**config.mk**
```make
export PLATFORM = sky130hd
export DESIGN_NAME = fft_input_loader_flat
export DESIGN_NICKNAME = d
export VERILOG_FILES = /design/src/rtl/fft_input_loader_if.sv /design/src/rtl/fft_input_loader.sv /design/src/flat_wrapper.sv
export SDC_FILE = /design/constraint.sdc
export NUM_CORES = 1
export LEC_CHECK = 0
export ABC_AREA = 0
export BUFFER_PORTS_ARGS = -buffer_cell sky130_fd_sc_hd__buf_2
export CAP_MARGIN = 30
export CORE_MARGIN = 1
export CORE_UTILIZATION = 50
export CTS_CLUSTER_SIZE = 8
export DETAILED_ROUTE_END_ITERATION = 8
export PLACE_DENSITY = 0.79
export SETUP_SLACK_MARGIN = 0.15
export SYNTH_ARGS = -nofsm -noshare
export SYNTH_HDL_FRONTEND = slang
export SYNTH_SLANG_ARGS = --single-unit
```
**constraint.sdc**
```tcl
create_clock -name clk -period 1.5 [get_ports clk]
set_input_delay 0.15 -clock clk [delete_from_list [all_inputs] [get_ports clk]]
set_output_delay 0.15 -clock clk [all_outputs]
set_load 0.01 [all_outputs]
```
**src/rtl/fft_input_loader_if.sv**
```systemverilog
// Handshake bundle between the serial sample source, the frame loader and
// the first butterfly stage of the 8-point FFT.
interface fft_input_loader_if #(
   parameter int N = 3
);
   localparam int W = 32'd1 << N;

   logic           in_valid;
   logic [W-1:0]   in_data;
   logic           in_sof;
   logic           in_ready;
   logic           frame_valid;
   logic           frame_ready;
   logic [8*W-1:0] frame_data;
   logic           sync_err;

   modport master (
      output in_valid, in_data, in_sof, frame_ready,
      input  in_ready, frame_valid, frame_data, sync_err
   );

   modport slave (
      input  in_valid, in_data, in_sof, frame_ready,
      output in_ready, frame_valid, frame_data, sync_err
   );
endinterface

```
**src/rtl/fft_input_loader.sv**
```systemverilog
// Serial-to-parallel front end of the 8-point FFT: fills ping-pong banks in
// bit-reversed slot order and hands complete frames to the butterfly stage.
module fft_input_loader #(
   parameter int N = 3
) (
   input logic               clk,
   input logic               rst,
   fft_input_loader_if.slave bus
);
   localparam int W = 32'd1 << N;

   typedef logic [7:0][W-1:0] frame_t;

   frame_t [1:0] bank_q;
   frame_t [1:0] bank_d;
   logic [2:0]   wr_idx_q;
   logic [2:0]   wr_idx_d;
   logic         wr_bank_q;
   logic         wr_bank_d;
   logic         rd_bank_q;
   logic         rd_bank_d;
   logic [1:0]   full_q;
   logic [1:0]   full_d;
   logic         sync_err_q;
   logic         sync_err_d;
   logic         accept_s;
   logic         release_s;
   logic [2:0]   eidx_s;

   function automatic logic [2:0] bitrev3(input logic [2:0] idx);
      return {idx[0], idx[1], idx[2]};
   endfunction

   assign bus.in_ready    = ~full_q[wr_bank_q];
   assign bus.frame_valid = full_q[rd_bank_q];
   assign bus.frame_data  = bank_q[rd_bank_q];
   assign bus.sync_err    = sync_err_q;

   // Next state: consumer release first, then sample write and frame completion.
   // Completion and release never hit the same bank, so their order is immaterial.
   always_comb begin
      accept_s   = bus.in_valid & ~full_q[wr_bank_q];
      release_s  = full_q[rd_bank_q] & bus.frame_ready;
      eidx_s     = bus.in_sof ? 3'd0 : wr_idx_q;
      bank_d     = bank_q;
      wr_idx_d   = wr_idx_q;
      wr_bank_d  = wr_bank_q;
      rd_bank_d  = rd_bank_q;
      full_d     = full_q;
      sync_err_d = 1'b0;

      if (release_s) begin
         full_d[rd_bank_q] = 1'b0;
         rd_bank_d         = ~rd_bank_q;
      end else begin
         rd_bank_d = rd_bank_q;
      end

      if (accept_s) begin
         bank_d[wr_bank_q][bitrev3(eidx_s)] = bus.in_data;
         sync_err_d = bus.in_sof & (wr_idx_q != 3'd0);
         if (eidx_s == 3'd7) begin
            wr_idx_d          = 3'd0;
            full_d[wr_bank_q] = 1'b1;
            wr_bank_d         = ~wr_bank_q;
         end else begin
            wr_idx_d = eidx_s + 3'd1;
         end
      end else begin
         sync_err_d = 1'b0;
      end
   end

   // State registers; reset discards every partial and held frame.
   always_ff @(posedge clk or negedge rst) begin
      if (!rst) begin
         bank_q     <= '0;
         wr_idx_q   <= 3'd0;
         wr_bank_q  <= 1'b0;
         rd_bank_q  <= 1'b0;
         full_q     <= 2'b00;
         sync_err_q <= 1'b0;
      end else begin
         bank_q     <= bank_d;
         wr_idx_q   <= wr_idx_d;
         wr_bank_q  <= wr_bank_d;
         rd_bank_q  <= rd_bank_d;
         full_q     <= full_d;
         sync_err_q <= sync_err_d;
      end
   end
endmodule
```
**src/flat_wrapper.sv**
```systemverilog
// flat-port wrapper written by rule: the top's interface ports become plain ports
module fft_input_loader_flat 
#(
   parameter int N = 3
)
  (clk, rst, bus_in_valid, bus_in_data, bus_in_sof, bus_frame_ready, bus_in_ready, bus_frame_valid, bus_frame_data, bus_sync_err);
  fft_input_loader_if #(.N(N)) bus_i ();
  input logic clk;
  input logic rst;
  input wire logic [$bits(bus_i.in_valid)-1:0] bus_in_valid;
  input wire logic [$bits(bus_i.in_data)-1:0] bus_in_data;
  input wire logic [$bits(bus_i.in_sof)-1:0] bus_in_sof;
  input wire logic [$bits(bus_i.frame_ready)-1:0] bus_frame_ready;
  output wire logic [$bits(bus_i.in_ready)-1:0] bus_in_ready;
  output wire logic [$bits(bus_i.frame_valid)-1:0] bus_frame_valid;
  output wire logic [$bits(bus_i.frame_data)-1:0] bus_frame_data;
  output wire logic [$bits(bus_i.sync_err)-1:0] bus_sync_err;
  assign bus_i.in_valid = bus_in_valid;
  assign bus_i.in_data = bus_in_data;
  assign bus_i.in_sof = bus_in_sof;
  assign bus_i.frame_ready = bus_frame_ready;
  assign bus_in_ready = bus_i.in_ready;
  assign bus_frame_valid = bus_i.frame_valid;
  assign bus_frame_data = bus_i.frame_data;
  assign bus_sync_err = bus_i.sync_err;
  fft_input_loader #(.N(N)) u_core (.clk(clk), .rst(rst), .bus(bus_i));
endmodule
```
==> flow_metrics.py <==
metrics = {
    "drt": {
        "drt_iter0_drc": 299,
        "drc_errors": 0,
        "wl_met2_um": 8550,
        "firstDrtPassIters": 4,
        "wl_per_cell_um": 24.2,
        "highest-signal-layer": "met4",
        "vias_per_cell": 5.56,
        "drt_wl_total_um": 17000,
        "wl_met3_um": 676,
        "antenna_left": 0,
        "dr_total_vias": 3908,
        "met1Wirelength_um": 7450,
    },
    "synthesis": {
        "yosysSeqAreaShare_pct": 54.1,
        "synthesis.nets": 414,
        "synth_edf_count": 0,
        "synthArstFlopShare_pct": 100,
        "syn_area_per_cell_um2": 15.8,
        "synth_top_cell_by_area": "dfrtp_1",
        "ys_ff_latch": 136,
        "synth_flop_cell": "dfrtp_1",
        "yosysMostFrequentCell": "dfrtp_1",
        "synthDominantCellAreaShare_pct": 54.1,
        "synthTopCellsByCount": "136 x dfrtp_1, 90 x mux2_1, 60 x mux2_2",
        "synth_area_mm2": 0.00629,
        "synth_area_leaders": "dfrtp_1 54%, mux2_1 16%, mux2_2 11%",
        "syn_inst": 399,
        "synth_cell_types": 35,
        "ys_warn_count": 0,
    },
    "run_status": {
        "violations": "setup timing",
        "outcome": "finished with violations",
    },
    "place": {
        "hpwlAfterDp_um": 8880,
        "dp_cells": 644,
        "io_buffers": 79,
        "place.gp.congestion": 0.784,
    },
    "critical_path": {
        "slowest_delay_ns": 0.45,
        "critical_path_arrival_ns": 1.63,
        "cp.required_ns": 1.35,
        "crit_chain": "buf_12, mux2_2, buf_2",
        "crit_family": "flip-flops",
        "cp-end-kind": "output pin",
        "worstPathMaxFanout": 30,
        "crit_slowest_cell": "dfrtp_2",
        "crit_buf_inv": 2,
        "critPathLaunchType": "flip-flop",
        "crit_type": "flip-flop to output pin",
    },
    "final_layout": {
        "final_cell_count_no_fill": 703,
        "num_antenna_cells": 0,
        "drive_above_1_share_pct": 71.6,
        "num-nets-final": 537,
        "area_delta_synth_final_pct": 38.7,
    },
    "floorplanning": {
        "num_io_pins": 80,
        "die_w_um": 114,
        "rows": 40,
        "core_mm2": 0.0122,
        "die_h_um": 114,
        "start_util_pct": 51.7,
        "die_area_mm2": 0.0130,
    },
    "timing": {
        "fmax_mhz": 561,
        "relSlewSlack_pct": 70.3,
        "fin_crit_sh_pct": 119,
        "tightest_slew_ns": 0.445,
        "finalSetupTns_ns": -21.40,
        "finalMaxSlewViolations": 0,
        "skew_ns": 0.00723,
        "hold_violations": 0,
        "min_period_ns": 1.78,
        "setup_viol": 195,
        "rsz0062_at_grt": "yes",
        "setup_ws_ns": -0.284,
    },
    "global_route": {
        "grt_start_max_net_pins": 61,
        "grt_usage_pct": 26.4,
        "grt_pass1_vias": 4209,
        "antenna_found_initial": 0,
        "overflow": 0,
        "grt_pass1_wl_um": 25000,
    },
    "clock_tree": {
        "cts-buffers-inserted": 17,
        "htree_levels": 4,
        "root_buffer": "clkbuf_16",
        "cts_sinks": 136,
        "clk_pin_slew_ns": 0.06,
        "clockBufferDepth": 2,
        "clkLatencyLatePin_ns": 0.43,
        "cts_tree": "built",
    },
    "power": {
        "p_per_area_mw_per_mm2": 2120,
        "peakVddDrop_mv": 1.15,
        "p_leak_nw": 4.46,
    },
    "job": {
        "maxCapViolCount": 0,
    },
    "hold_path": {
        "worstHoldPathType": "primary input to flip-flop",
    },
}
## worst register-to-register path, delay by kind of cell, from the launching register on
kind	cells	cell delay (ns)
buffers and inverters	1	0.14
and+or+nand+nor	2	0.54
DFF	1	0.44
muxes	1	0.37
## path summary, 6_finish.rpt
check / end / start / slack [ns] / depth (start not counted)
max: bus_frame_data[46] / u_core.rd_bank_q / -0.28 / 3
min: u_core.rd_bank_q / bus_frame_ready / 0.04 / 2
max reg2reg: u_core.bank_q[98] / u_core.wr_idx_q[2] / -0.11 / 4
min reg2reg: u_core.bank_q[88] / u_core.bank_q[88] / 0.51 / 1
max in group asynchronous: u_core.bank_q[70] / rst / 0.74 / 3
min in group asynchronous: u_core.bank_q[49] / rst / 0.15 / 2
## layer usage
| layer | vias up | global-route usage, % |
|---|---|---|
| met2 | 108 | 41.7 |
| met4 | 0 | 11.9 |
| li1 | 1686 | - |
| met1 | 2086 | 33.9 |
| met5 | - | 0 |
| met3 | 28 | 7.36 |
## sequential cells by signal, summed over array words and instances (netlist names)
| signal | flops |
|---|---|
| u_core.full_q | 2 |
| u_core.rd_bank_q | 1 |
| u_core.bank_q | 128 |
| u_core.bus.sync_err | 1 |
| u_core.wr_bank_q | 1 |
| u_core.wr_idx_q | 3 |
## report_power, final
group	internal, W	switching, W
clock network	0.00286	0.00161
logic	0.00475	0.00304
registers	0.00513	0.00106
total	0.0127	0.00572
## kinds of logic (layout without fill, tap and decap cells)
group | after synthesis | in the layout | synth area share [%]
buffers and inverters | 24 | 158 | 2.05
multiplexers | 195 | 195 | 37.5
AO/OA/AOI/OAI | 10 | 10 | 1.15
adder cells (fa/ha/maj) | 2 | 2 | 0.398
AND/OR/NAND/NOR | 32 | 34 | 4.79
flip-flops | 136 | 136 | 54.1
## final cells by class
type                    count  area, µm²
repair buffers            124       1110
flip-flops and latches    136       3410
clock buffers              20        457
inverters                   2       7.51
multi-input cells         241       3360
fillers                   707       3440
clock inverters            12        173
well taps                 168        210
## metrics by stage
stage / instance area (µm²) / hold slack (ns) / setup slack, ns / util [%] / power [W]
floorplan: 6440 / -0.146 / -0.0781 / - / 0.00974
global placement: 7120 / 0.0485 / -0.0767 / 58.6 / 0.0116
detailed placement: 7120 / 0.0519 / -0.133 / 58.6 / 0.0118
CTS: 8460 / 0.0200 / -0.264 / 69.6 / 0.0176
global route: 8720 / 0.0234 / -0.326 / 71.7 / 0.0192
finish: 8720 / 0.0359 / -0.284 / 71.7 / 0.0185
## cell usage in the layout, fill, tap and decap left out, drive strengths merged, types with 3 or more instances in the layout
cell type    n
nand3        6
clkbuf      21
mux2       194
bufinv       4
nand2       11
nor2         3
and2         3
dfrtp      136
inv          3
clkinv       5
buf        121
## timing repair
item / in CTS / in global routing
hold buffers: 2 / 0
endpoints found under the setup margin: 197 / 201
gates cloned: 3 / 0
pin swaps: 23 / 13
hold endpoints to repair: 137 / 0
buffers inserted: 14 / 8
gates resized for setup: 112 / 38
Note: power is estimated with default switching activity, not from simulation.
